## src/rtl/sysid_checker_master_pkg.sv

```systemverilog
// Shared types and constants for the system-ID checker: FSM state encoding,
// Avalon word addresses of the ID/timestamp registers and the bus data width.
package sysid_checker_master_pkg;

  localparam int unsigned SYSID_DATA_W = 32;

  localparam logic SYSID_ADDR_ID = 1'b0;
  localparam logic SYSID_ADDR_TS = 1'b1;

  typedef enum logic [1:0] {
    IDLE   = 2'd0,
    RD_ID  = 2'd1,
    RD_TS  = 2'd2,
    FINISH = 2'd3
  } sysid_state_e;

endpackage

```

## src/rtl/sysid_checker_master.sv

```systemverilog
// Avalon-MM master that reads the system-ID and timestamp words of a sysid
// slave, compares them against expected values and reports the outcome.
module sysid_checker_master
  import sysid_checker_master_pkg::*;
#(
  parameter logic [SYSID_DATA_W-1:0] EXPECTED_ID        = 32'd0,
  parameter logic [SYSID_DATA_W-1:0] EXPECTED_TIMESTAMP = 32'd1713458669,
  parameter int                      TIMEOUT_CYCLES     = 255
) (
  input  logic                    clock,
  input  logic                    reset_n,
  input  logic                    start,
  output logic                    address,
  output logic                    read,
  input  logic                    waitrequest,
  input  logic [SYSID_DATA_W-1:0] readdata,
  output logic                    busy,
  output logic                    done,
  output logic                    pass,
  output logic                    id_ok,
  output logic                    ts_ok,
  output logic                    timeout,
  output logic [SYSID_DATA_W-1:0] id_value,
  output logic [SYSID_DATA_W-1:0] ts_value
);

  localparam logic [15:0] TIMEOUT_LIM = 16'(TIMEOUT_CYCLES);

  sysid_state_e            state_q;
  logic                    read_q, addr_q, busy_q, done_q;
  logic                    pass_q, id_ok_q, ts_ok_q, timeout_q;
  logic [SYSID_DATA_W-1:0] id_q, ts_q;
  logic [15:0]             stall_q, stall_d;

  assign stall_d = stall_q + 16'd1;

  always_ff @(posedge clock) begin
    if (!reset_n) begin
      state_q   <= IDLE;
      read_q    <= 1'b0;
      addr_q    <= SYSID_ADDR_ID;
      busy_q    <= 1'b0;
      done_q    <= 1'b0;
      pass_q    <= 1'b0;
      id_ok_q   <= 1'b0;
      ts_ok_q   <= 1'b0;
      timeout_q <= 1'b0;
      id_q      <= '0;
      ts_q      <= '0;
      stall_q   <= '0;
    end else begin
      done_q <= 1'b0;
      case (state_q)
        IDLE: begin
          // A start coinciding with the done pulse is dropped, not queued.
          if (start && !done_q) begin
            state_q   <= RD_ID;
            read_q    <= 1'b1;
            addr_q    <= SYSID_ADDR_ID;
            busy_q    <= 1'b1;
            pass_q    <= 1'b0;
            id_ok_q   <= 1'b0;
            ts_ok_q   <= 1'b0;
            timeout_q <= 1'b0;
            stall_q   <= '0;
          end
        end
        RD_ID: begin
          if (waitrequest) begin
            stall_q <= stall_d;
            if (stall_d >= TIMEOUT_LIM) begin
              read_q    <= 1'b0;
              timeout_q <= 1'b1;
              pass_q    <= 1'b0;
              state_q   <= FINISH;
            end
          end else begin
            id_q    <= readdata;
            id_ok_q <= (readdata == EXPECTED_ID);
            addr_q  <= SYSID_ADDR_TS;
            stall_q <= '0;
            state_q <= RD_TS;
          end
        end
        RD_TS: begin
          if (waitrequest) begin
            stall_q <= stall_d;
            if (stall_d >= TIMEOUT_LIM) begin
              read_q    <= 1'b0;
              timeout_q <= 1'b1;
              pass_q    <= 1'b0;
              state_q   <= FINISH;
            end
          end else begin
            ts_q    <= readdata;
            ts_ok_q <= (readdata == EXPECTED_TIMESTAMP);
            read_q  <= 1'b0;
            state_q <= FINISH;
          end
        end
        FINISH: begin
          done_q  <= 1'b1;
          pass_q  <= id_ok_q & ts_ok_q & ~timeout_q;
          busy_q  <= 1'b0;
          read_q  <= 1'b0;
          addr_q  <= SYSID_ADDR_ID;
          state_q <= IDLE;
        end
        default: state_q <= IDLE;
      endcase
    end
  end

  assign address  = addr_q;
  assign read     = read_q;
  assign busy     = busy_q;
  assign done     = done_q;
  assign pass     = pass_q;
  assign id_ok    = id_ok_q;
  assign ts_ok    = ts_ok_q;
  assign timeout  = timeout_q;
  assign id_value = id_q;
  assign ts_value = ts_q;

endmodule

```

## config.mk

```make
export PLATFORM = sky130hd
export DESIGN_NAME = sysid_checker_master
export DESIGN_NICKNAME = d
export VERILOG_FILES = /design/src/rtl/sysid_checker_master_pkg.sv /design/src/rtl/sysid_checker_master.sv
export SDC_FILE = /design/constraint.sdc
export NUM_CORES = 1
export LEC_CHECK = 0
export ABC_AREA = 0
export CELL_PAD_IN_SITES_DETAIL_PLACEMENT = 0
export CELL_PAD_IN_SITES_GLOBAL_PLACEMENT = 1
export CORE_MARGIN = 3
export CORE_UTILIZATION = 34
export CTS_CLUSTER_DIAMETER = 80
export DETAILED_ROUTE_END_ITERATION = 16
export GPL_TIMING_DRIVEN = 0
export PLACE_DENSITY_LB_ADDON = 0.1
export SYNTH_ARGS = -nofsm -noshare
export SYNTH_HDL_FRONTEND = slang
export SYNTH_SLANG_ARGS = --single-unit
```

## constraint.sdc

```tcl
create_clock -name clock -period 2.3 [get_ports clock]
set_input_delay 0.69 -clock clock [delete_from_list [all_inputs] [get_ports clock]]
set_output_delay 0.69 -clock clock [all_outputs]
set_load 0.05 [all_outputs]
```

==> results of run 1 <==
==> cell families (layout without fill, tap and decap cells) <==
| kind of cell | after synthesis | count (layout) | synth area share, % |
|---|---|---|---|
| muxes | 2 | 2 | 0.5172 |
| adders and majority gates | 6 | 6 | 1.939 |
| DFF | 90 | 90 | 46.54 |
| xor gates and xnor gates | 3 | 3 | 0.6789 |
| AOI/OAI and AO/OA | 130 | 130 | 19.55 |
| and+or+nand+nor | 227 | 227 | 26.57 |
| buffers and inverters | 39 | 165 | 4.202 |
==> worst reg2reg max path, cell delays in order, from the launching register on <==
cell	delay, ns
dfxtp_1	0.39
inv_1	0.10
ha_2	0.25
nor2b_1	0.14
buf_2	0.19
a211oi_4	0.23
buf_4	0.17
clkbuf_2	0.23
o21ai_0	0.14
a21oi_1	0.17
nor2_1	0.05
==> cell usage in the layout (no fill, tap or decap), drive strengths merged, types with 8 or more instances in the layout <==
cell type / netlist / layout
a21oi: 83 / 83
buf: 14 / 16
clkbuf: 19 / 31
clkdlybuf4s50: 0 / 106
dfxtp: 90 / 90
nand2: 143 / 143
nand4: 9 / 9
nor2: 25 / 25
nor3: 8 / 8
nor4: 12 / 12
o21ai: 19 / 19
==> worst max-delay path by stage <==
stage               cells past startpoint           end        start
global placement                        8    stall_q[8]  waitrequest
CTS                                     1       timeout      timeout
detailed placement                      8    stall_q[4]  waitrequest
floorplan                              10   stall_q[15]   state_q[0]
finish                                  1       timeout      timeout
global route                            5  ts_value[26]      reset_n
==> layer usage <==
layer	track usage, %	share of wire (%)	vias up
met5	0	0	-
met4	6.410	1.8	0
met3	5.936	6.7	14
met2	30.77	47	102
met1	26.31	45	1819
li1	-	-	1955
==> power by group <==
part	switching [uW]	internal [uW]
clock	611	786
combinational	460	246
sequential	33.5	1610
total	1100	2650
==> per-stage QoR <==
step	worst slack [ns]	setup TNS (ns)	std cells	power (uW)	area, sq um
global route	0.002194	0	763	3919	5441
floorplan	0.2721	0	497	2101	3871
finish	0.04310	0	763	3751	5441
detailed placement	-0.5961	-34.89	744	2379	5117
global placement	-0.5809	-33.94	744	2377	5117
CTS	0.03308	0	762	3792	5415
==> area by class of cell <==
class                           count  share of cell area, %
Clock buffer                       11                  4.645
Sequential cell                    90                  33.11
Buffer                             33                  2.782
Multi-Input combinational cell    368                  35.23
Clock inverter                      5                 0.5289
Inverter                            6                 0.4139
Timing Repair Buffer              110                  20.07
Tap cell                          140                  3.219
==> sequential cells by signal (all words and copies together) (netlist names) <==
| register | flops |
|---|---|
| address | 1 |
| busy | 1 |
| done | 1 |
| id_ok | 1 |
| id_value | 32 |
| pass | 1 |
| read | 1 |
| stall_q | 16 |
| state_q | 2 |
| timeout | 1 |
| ts_ok | 1 |
| ts_value | 32 |
==> repair_timing <==
item,4_1_cts,5_1_grt
pin swaps,1,1
endpoints found under the setup margin,68,31
gates resized for setup,3,14
setup buffers,2,1
==> results.yml, run 1 <==
power_and_ir_drop:
  powerDensity_mw_per_mm2: 689.4
  ir_drop_uv: 486.1
  power.leakage_uw: 0.001856
drt:
  final_antenna_net_count: 0
  vias: 3890
  wl_per_cell_microns: 16.00
  via_per_inst: 5.098
  first_pass_iters: 4
  drc: 0
  dr.first_iter.drc_count: 220
  finalWirelength_mm: 12.21
clocking:
  ctsLongestPathBuffers: 2
  cts_sinks: 90
  htree_levels: 3
  holdBufCountCts: 0
  clk_pin_slew_worst_paths_ns: 0.06
  cts_buffers: 9
  tritoncts: "yes"
  insertion_delay_ns: 0.34
  cts_root_buffer: "clkbuf_16"
job:
  drv_cap: 0
setup_path:
  r2r-start: "state_q[0]"
  worstPathArrival_ns: 1.57
  regToRegSetupSlack_ns: 0.13
  crit_path_top_delay_cell: "clkdlybuf4s50_1"
  crit_path_start_kind: "register"
  crit_fanout: 5
  slowest_delay_ns: 0.83
  path_cells: "clkdlybuf4s50_1"
  critPathBufInv: 1
  ff2ff_path_depth: 10
  crit_family: "buffers and inverters"
  r2r_end: "stall_q[8]"
  end_kind: "primary output"
  crit_type: "register to primary output"
  worst_ep_required_time_ns: 1.61
sta:
  period_needed_ns: 2.257
  slew_headroom_pct: 62.18
  fin_skew_ns: 0.006251
  hold_violations: 0
  fin_crit_sh_pct: 98.13
  worstMarginPinSlew_ns: 0.5655
  rsz0062_at_grt: "false"
  max_freq_mhz: 443.1
  drv_slew: 0
  setup_viol: 0
  worst_hold_slack_ns: 0.4519
synth:
  synthCells: 497
  asyncSetResetFlopFracSynth_pct: 0
  synth-seq-cells: 90
  synth_nets: 539
  synth_top_cell_area_share_pct: 46.54
  synth_area_leaders: "dfxtp_1 (47%), nand2_1 (14%), a21oi_1 (11%)"
  synth.distinct_cells: 47
  seq_area_frac_synth_pct: 46.54
  synth_edf_count: 0
  post-synth-top-count-cell: "nand2_1"
  syn_area_sq_mm: 0.003871
  yosys.area.top_type: "dfxtp_1"
  synth_ff_type: "dfxtp_1"
  avgSynthCellArea_sq_um: 7.789
  synth_common_cells: "nand2_1 (143), dfxtp_1 (90), a21oi_1 (83)"
  ys_warn_count: 0
hold_path:
  hold_depth: 2
  hold_path_class: "register to register"
  hold_end: "ts_value[26]"
  min_from: "ts_value[26]"
cells_and_area:
  syn_to_final_growth_pct: 40.56
  n_antenna_cell: 0
  multi_input_area_sq_mm: 0.001917
  num-fill-cells: 1126
  layout-drive-gt1-share_pct: 7.544
  seq_area_sq_mm: 0.001802
  nNetsFinal: 660
  fin_util_pct: 49.54
global_route:
  grt_pass1_wl_mm: 20.04
  antenna_found_initial: 0
  grt_max_degree: 15
  grt-ovfl-total: 0
  grt_pass1_vias: 3817
  groute.usage.overall_pct: 19.75
floorplan:
  die_h_microns: 112.7
  core.rowCount: 38
  die-area_sq_mm: 0.01270
  io_pins: 108
  die_w_microns: 112.7
  core_region_area_sq_mm: 0.01098
  start_util_pct: 35.25
status:
  outcome: "finished, final reports clean"
placement:
  dp_hpwl_mm: 9.041
  globalplace.congestion: 0.8128
  portBuffers: 107
Power figures use the tool's default switching activity.
==> inputs of run 2 (changes only) <==
RECOVER_POWER = 25   (was unset)
TNS_END_PERCENT = 50   (was unset)
==> run 2 against run 1 <==
Effect of this change:
- clock skew about the same
- critical path depth unchanged
- final cell count unchanged
- wire length about the same
- worst hold slack got worse by 0.0012 ns
==> results.yml, run 2 (same netlist as run 1, synthesis figures left out) <==
drt:
  first_pass_iters: 5
  wl_per_cell_microns: 16.00
  finalWirelength_mm: 12.21
  vias: 3872
  drc: 0
  via_per_inst: 5.075
  final_antenna_net_count: 0
  dr.first_iter.drc_count: 231
sta:
  final.setup.tns_ns: 0
  drv_slew: 0
  hold_violations: 0
  period_needed_ns: 2.258
  fin_crit_sh_pct: 98.18
  setup_viol: 0
  rsz0062_at_grt: "true"
  slew_headroom_pct: 62.20
  worst_hold_slack_ns: 0.4508
  fin_skew_ns: 0.006172
  max_freq_mhz: 442.8
  worstMarginPinSlew_ns: 0.5652
floorplan:
  core_region_area_sq_mm: 0.01098
  die-area_sq_mm: 0.01270
  die_h_microns: 112.7
  die_w_microns: 112.7
  core.rowCount: 38
  start_util_pct: 35.25
  io_pins: 108
placement:
  dpl_cell_area_sq_mm: 0.005117
  dp.cells: 744
  dp_hpwl_mm: 9.041
  globalplace.congestion: 0.8128
  portBuffers: 107
power_and_ir_drop:
  power_uw: 3748
  power.leakage_uw: 0.001888
  ir_drop_uv: 484.9
  powerDensity_mw_per_mm2: 689.4
cells_and_area:
  n_antenna_cell: 0
  fin_area_sq_mm: 0.005436
  layout_commonest_cell: "nand2_1"
  nNetsFinal: 660
  final_cell_mix: "nand2_1 (143), clkdlybuf4s50_1 (94), dfxtp_1 (90)"
  syn_to_final_growth_pct: 40.43
  layout-drive-gt1-share_pct: 7.063
  finalNonFillerCells: 763
  num-fill-cells: 1127
setup_path:
  worst_ep_required_time_ns: 1.61
  crit_cells: 1
  crit_path_top_delay_cell: "clkdlybuf4s50_1"
  end_kind: "primary output"
  regToRegSetupSlack_ns: 0.13
  crit_family: "buffers and inverters"
  crit_fanout: 5
  ff2ff_path_depth: 7
  crit_type: "register to primary output"
  critPathBufInv: 1
  crit_path_start_kind: "register"
  r2r_end: "state_q[0]"
  path_cells: "clkdlybuf4s50_1"
  worstPathArrival_ns: 1.57
  slowest_delay_ns: 0.83
  r2r-start: "stall_q[0]"
clocking:
  cts_root_buffer: "clkbuf_16"
  clk_pin_slew_worst_paths_ns: 0.07
  holdBufCountCts: 0
  insertion_delay_ns: 0.34
  tritoncts: "yes"
  htree_levels: 3
  ctsLongestPathBuffers: 2
  cts_sinks: 90
  cts_buffers: 9
global_route:
  grt_max_degree: 15
  groute.usage.overall_pct: 19.75
  grt_pass1_vias: 3817
  grt_pass1_wl_mm: 20.04
  grt-ovfl-total: 0
  antenna_found_initial: 0
status:
  outcome: "finished, final reports clean"
job:
  drv_cap: 0
hold_path:
  hold_end: "id_value[21]"
  hold_depth: 2
  hold_path_class: "register to register"
  min_from: "id_value[21]"
-- run 2: cell types whose count changed in the layout (fill, tap and decap cells not counted), sizes merged --
cell,before,now
clkdlybuf4s50,106,94
dlygate4sd3,0,12
-- run 2: power by group --
group | total, uW | switching (uW) | leakage, uW | internal (uW)
Clock | 1400 | 613 | 0.000145 | 786
Combinational | 701 | 459 | 0.00102 | 242
Sequential | 1650 | 33.0 | 0.000728 | 1610
-- run 2: metrics by stage --
step | util, % | worst slack, ns
finish | 49.50 | 0.04185
global route | 49.50 | -0.02325
CTS | 49.31 | 0.03308
detailed placement | 46.59 | -0.5961
global placement | 46.59 | -0.5809
floorplan | - | 0.2721
-- run 2: cell type report --
| cell class | count | area [sq um] | share of cell area [%] |
|---|---|---|---|
| Clock inverter | 5 | 28.78 | 0.5293 |
| Clock buffer | 11 | 252.7 | 4.649 |
| Buffer | 33 | 148.9 | 2.739 |
| Inverter | 6 | 22.52 | 0.4143 |
| Sequential cell | 90 | 1802 | 33.14 |
| Timing Repair Buffer | 110 | 1092 | 20.09 |
| Tap cell | 140 | 175.2 | 3.222 |
| Multi-Input combinational cell | 368 | 1914 | 35.21 |
-- run 2: worst max-delay path by stage --
stage | startpoint | to | slack, ns
after global placement | waitrequest | stall_q[8] | -0.58
after floorplan | state_q[0] | stall_q[15] | 0.27
after global routing | state_q[1] | id_value[20] | -0.02
final | timeout | timeout | 0.04
after CTS | timeout | timeout | 0.03
after detailed placement | waitrequest | stall_q[4] | -0.60
-- run 2: timing repair --
item                                    in CTS  in global routing
pin swaps                                    1                  1
setup buffers                                2                  1
gates resized for setup                      3                  9
hold endpoints to repair                     0                  0
endpoints found under the setup margin      68                 31
-- run 2: layer usage --
layer | up-vias | share of wire [%] | GRT usage, %
met5 | - | 0 | 0
met4 | 0 | 1.8 | 6.410
met3 | 15 | 7.2 | 5.936
met2 | 104 | 46 | 30.77
met1 | 1795 | 45 | 26.31
li1 | 1958 | - | -
